--- config.mk ---
export PLATFORM = sky130hd
export DESIGN_NAME = regfile_wr_arb
export DESIGN_NICKNAME = d
export VERILOG_FILES = /design/src/rtl/regfile_pkg.sv /design/src/rtl/rr_arbiter.sv /design/src/rtl/regfile_wr_arb.sv
export SDC_FILE = /design/constraint.sdc
export NUM_CORES = 1
export LEC_CHECK = 0
export ABC_AREA = 1
export CAP_MARGIN = 20
export CORE_UTILIZATION = 49
export DETAILED_ROUTE_END_ITERATION = 10
export PLACE_DENSITY = 0.9
export SETUP_SLACK_MARGIN = 0.4
export SLEW_MARGIN = 20
export SYNTH_ARGS = -nofsm -noshare
export SYNTH_HDL_FRONTEND = slang
export SYNTH_SLANG_ARGS = --single-unit
--- constraint.sdc ---
create_clock -name CLK_i -period 3.54 [get_ports CLK_i]
set_clock_uncertainty 0.1 [all_clocks]
set_input_delay 0.708 -clock CLK_i [delete_from_list [all_inputs] [get_ports CLK_i]]
set_output_delay 0.708 -clock CLK_i [all_outputs]
set_load 0.05 [all_outputs]
--- src/rtl/regfile_pkg.sv ---
// regfile_pkg: shared register-file geometry, FSM state and data types.
package regfile_pkg;
    localparam int ADDR_W = 3;
    localparam int DATA_W = 8;
    typedef enum logic {ARB, INIT} arb_state_e;
    typedef logic [ADDR_W-1:0] reg_addr_t;
    typedef logic [DATA_W-1:0] reg_data_t;
endpackage

--- src/rtl/rr_arbiter.sv ---
// rr_arbiter: combinational round-robin pick starting at ptr, wrapping modulo N.
module rr_arbiter #(
    parameter int N = 4,
    localparam int PW = $clog2(N)
) (
    input  logic [N-1:0]  req,
    input  logic [PW-1:0] ptr,
    output logic [N-1:0]  grant,
    output logic [PW-1:0] idx,
    output logic          any
);
    logic [PW-1:0] j;
    always_comb begin
        grant = '0;
        idx   = '0;
        any   = 1'b0;
        j     = '0;
        // Scan farthest offset first so the candidate closest to ptr wins.
        for (int i = N - 1; i >= 0; i--) begin
            j = PW'((int'(ptr) + i) % N);
            if (req[j]) begin
                grant    = '0;
                grant[j] = 1'b1;
                idx      = j;
                any      = 1'b1;
            end
        end
    end
endmodule

--- src/rtl/regfile_wr_arb.sv ---
// regfile_wr_arb: round-robin arbitration of the register file write port
// plus an init sweep that writes INIT_VAL to every register.
module regfile_wr_arb
    import regfile_pkg::*;
#(
    parameter int NUM_REQ = 4,
    parameter int ADDR_W = regfile_pkg::ADDR_W,
    parameter int DATA_W = regfile_pkg::DATA_W,
    parameter logic [DATA_W-1:0] INIT_VAL = '0,
    localparam int GW = $clog2(NUM_REQ)
) (
    input  logic                      CLK_i,
    input  logic                      RES_i,
    input  logic [NUM_REQ-1:0]        REQ_VALID_i,
    input  logic [NUM_REQ*ADDR_W-1:0] REQ_DEST_i,
    input  logic [NUM_REQ*DATA_W-1:0] REQ_DATA_i,
    output logic [NUM_REQ-1:0]        REQ_READY_o,
    input  logic                      INIT_START_i,
    output logic                      INIT_BUSY_o,
    output logic                      WRT_EN_o,
    output logic [ADDR_W-1:0]         WRT_DEST_o,
    output logic [DATA_W-1:0]         WRT_DATA_o,
    output logic [GW-1:0]             GRANT_ID_o
);
    arb_state_e          state;
    logic [GW-1:0]       rr_ptr;
    logic [ADDR_W-1:0]   cnt;
    logic [NUM_REQ-1:0]  grant;
    logic [GW-1:0]       idx;
    logic                any;
    logic                take;

    rr_arbiter #(.N(NUM_REQ)) u_arb (
        .req   (REQ_VALID_i),
        .ptr   (rr_ptr),
        .grant (grant),
        .idx   (idx),
        .any   (any)
    );

    assign take        = !RES_i && state == ARB && !INIT_START_i && any;
    assign REQ_READY_o = take ? grant : '0;
    assign INIT_BUSY_o = state == INIT;

    always_ff @(posedge CLK_i) begin
        if (RES_i) begin
            state      <= ARB;
            rr_ptr     <= '0;
            cnt        <= '0;
            WRT_EN_o   <= 1'b0;
            WRT_DEST_o <= '0;
            WRT_DATA_o <= '0;
            GRANT_ID_o <= '0;
        end else if (state == INIT) begin
            // cnt mirrors the address currently presented on the write port.
            if (cnt == '1) begin
                state    <= ARB;
                WRT_EN_o <= 1'b0;
            end else begin
                cnt        <= cnt + 1'b1;
                WRT_EN_o   <= 1'b1;
                WRT_DEST_o <= cnt + 1'b1;
                WRT_DATA_o <= INIT_VAL;
            end
        end else if (INIT_START_i) begin
            state      <= INIT;
            cnt        <= '0;
            WRT_EN_o   <= 1'b1;
            WRT_DEST_o <= '0;
            WRT_DATA_o <= INIT_VAL;
        end else if (take) begin
            WRT_EN_o   <= 1'b1;
            WRT_DEST_o <= REQ_DEST_i[idx*ADDR_W +: ADDR_W];
            WRT_DATA_o <= REQ_DATA_i[idx*DATA_W +: DATA_W];
            GRANT_ID_o <= idx;
            rr_ptr     <= (idx == GW'(NUM_REQ - 1)) ? '0 : idx + 1'b1;
        end else begin
            WRT_EN_o <= 1'b0;
        end
    end
endmodule

==> results of run 1 <==
-- metrics by stage --
step	power, mW	hold slack (ps)	utilization (%)
3_5_place_dp	0.9280	362.3	71.74
6_report	1.191	369.4	78.53
5_1_grt	1.254	389.4	78.53
2_1_floorplan	0.7649	344.6	-
4_1_cts	1.101	372.7	74.53
3_3_place_gp	0.9112	357.8	71.74
-- cells by family (layout without fill, tap and decap cells) --
family	count (synthesis)	after routing	share of synthesized area, %
flip-flops	20	20	21.15
AO/OA/AOI/OAI	39	39	13.62
buffers and inverters	67	138	16.26
adder cells (fa/ha/maj)	10	10	6.609
AND/OR/NAND/NOR	156	156	42.37
-- synth_stat cells, drive strengths merged --
cell type,n
a211oi,3
a21boi,1
a21oi,21
a22oi,1
a31oi,2
and3,1
buf,13
dfxtp,20
ha,10
inv,54
nand2,85
nand3,44
nand3b,11
nor2,14
o211ai,2
o21ai,6
o221ai,1
o22ai,1
o2bb2ai,1
or2,1
-- registers in the layout, summed over array words and instances (netlist names) --
register and count:
rr_ptr 2, INIT_BUSY_o 1, WRT_DATA_o 8, cnt 3
GRANT_ID_o 2, WRT_DEST_o 3, WRT_EN_o 1
-- per-layer routing --
metal  GRT usage [%]  part of all wire, %  vias to the layer above  wire length [µm]
met2           44.15                   49                      118              2929
met3           2.857                  6.8                       33               408
met1           34.42                   39                      993              2357
met5               0                    0                        -                 0
met4           13.89                  4.9                        0               293
li1                -                    -                     1067                 -
-- critical path: stages (launching register included) --
cell      delay [ps]
dfxtp_4          430
inv_4             90
ha_2             400
inv_2             90
nand3_4          100
nand2_4           70
buf_4            140
a21oi_1          180
o21ai_0          180
a21oi_2          220
a211oi_4          60
buf_12           160
-- power by group through the flow --
stage | Sequential [mW] | Combinational, mW | Clock, mW
4_1_cts | 0.261 | 0.693 | 0.146
3_3_place_gp | 0.264 | 0.647 | 0
2_1_floorplan | 0.314 | 0.451 | 0
5_1_grt | 0.266 | 0.835 | 0.153
6_report | 0.264 | 0.779 | 0.148
3_5_place_dp | 0.265 | 0.663 | 0
-- how the worst max path moves through the flow --
stage                                 to  slack [ps]  depth (start not counted)
after floorplan           REQ_READY_o[0]         330                         12
after global placement    REQ_READY_o[3]         280                         12
after detailed placement  REQ_READY_o[3]         180                         12
after CTS                 REQ_READY_o[2]         380                         12
after global routing      REQ_READY_o[3]         300                         11
final                     REQ_READY_o[3]         360                         11
-- final cells by class --
type | instances | area share [%]
Inverter | 54 | 7.603
Timing Repair Buffer | 81 | 28.68
Tap cell | 48 | 2.073
Multi-Input combinational cell | 205 | 46.26
Clock buffer | 3 | 1.425
Sequential cell | 20 | 13.95
-- timing repair --
item                       CTS  global route
setup buffers                6             1
pin swaps                    9             9
gates resized for setup      9            35
setup endpoints to repair    4             4
==> results.tsv, run 1 <==
stage	metric	value	unit
route	wl_per_cell	14.57	µm
route	drc_errors	0	
global_route	grt_pass1_vias	1985	
placement	dpl_cell_area	2646	µm²
power_and_ir_drop	swShare	48.53	%
placement	gp_congestion	0.9696	
setup_path	critPathMaxFanout	7	
setup_path	cp.arrival	2380	ps
min_path	worst_hold_startpoint	cnt[2]	
logic_synthesis	ys_seq_area_share	21.15	%
setup_path	worstSetupEndpointType	primary output	
placement	dpl.cell_count	401	
min_path	hp-class	reg -> reg	
setup_path	startpoint	rr_ptr[1]	
layout	seq_area	404.1	µm²
power_and_ir_drop	peakVddDrop	0.2209	mV
logic_synthesis	yosysWarnings	0	
route	routed-via-count	2211	
logic_synthesis	syn_area	1893	µm²
status	status	finished clean	
power_and_ir_drop	clkPwrFrac	12.5	%
placement	portBuffers	69	
die	row_count	22	
global_route	grt_max_degree	25	
logic_synthesis	yosys.area.top_type	dfxtp_1	
logic_synthesis	synth.net_count	353	
min_path	holdPathEnd	cnt[2]	
layout	antenna_cells	0	
clocking	root_buffer	clkbuf_8	
layout	multi_input_area	1340	µm²
setup_path	r2r_slack	800	ps
sta	finalSetupViolations	0	
setup_path	reg2reg_depth	14	
sta	setup_slack	355.4	ps
power_and_ir_drop	switchingPower	0.5781	mW
logic_synthesis	synth_top_area_share	21.15	%
clocking	cts_buffers	3	
layout	finalInstanceArea	2897	µm²
logic_synthesis	synth-seq-cells	20	
die	initial_core_util	51.32	%
layout	finalNetCount	426	
power_and_ir_drop	pwr-share-seq	22.2	%
clocking	cts.sinks	20	
logic_synthesis	syn_avg_cell_area	6.483	µm²
clocking	ctsLongestPathBuffers	2	
logic_synthesis	ys_types	30	
power_and_ir_drop	powerDensity	411.3	nW/µm²
sta	rsz0062_at_grt	no	
die	die_area	4116	µm²
route	wl	5987	µm
power_and_ir_drop	p_int	0.6132	mW
setup_path	crit_path_start_kind	register	
die	design.core.area	3689	µm²
logic_synthesis	synthTopCellsByArea	dfxtp_1, nand2_1, nand3_1, inv_1, ha_1	
global_route	globalRouteOverflowTotal	0	
setup_path	timing.rr.end	rr_ptr[1]	
clocking	cts_tree	built	
global_route	antenna_found_initial	0	
layout	finalNonFillerCells	411	
layout	final_common_cell	nand2_1	
sta	finalHoldViolCount	0	
power_and_ir_drop	p_comb_share	65.4	%
sta	worst_pin_slew	623.4	ps
min_path	hold-path-cell-count	2	
layout	final_cell_mix	nand2_1, clkdlybuf4s50_1, inv_1	
global_route	grt_usage	26.83	%
clocking	clock_latency	260	ps
sta	fmax	0.3140	GHz
route	drtIter0Drc	164	
layout	area_growth	53.01	%
power_and_ir_drop	p_leak	1.371	nW
route	ant_nets	0	
logic_synthesis	syn_inst	292	
layout	nFillCells	252	
route	via_per_inst	5.380	
sta	slew_violations	0	
clocking	htreeDepth	1	
clocking	hold_buffers	0	
job	drv_cap	0	
sta	finalCriticalPeriod	3185	ps
layout	drive_gt1_share	22.04	%
setup_path	critPathRequiredTime	2730	ps
placement	dpl_worst_slack	181.5	ps
setup_path	rr_startpoint	rr_ptr[0]	
setup_path	crit_type	reg -> out	
global_route	grt_pass1_wl	8687	µm
clocking	path_clk_slew	70	ps
placement	post-dp-hpwl	3805	µm
die	pin_count	70	
sta	slew_headroom	58.44	%
route	dr.pass1.iters	4	
die	die_w	64.16	µm
sta	fin_tns_setup	0	ps
die	die_y	64.16	µm
sta	layout_worst_path_cycle_share	89.96	%
Note: power is estimated with default switching activity, not from simulation.
==> run 2, diff against run 1 <==
- GPL_ROUTABILITY_DRIVEN: default -> 0
==> results of run 2 <==
Same layout as run 1: the final DEF is identical, and so are final timing and power.
==> run 3, diff against run 2 <==
- SLEW_MARGIN: 20 -> default
==> results of run 3 <==
Same layout as run 1: the final DEF is identical, and so are final timing and power.
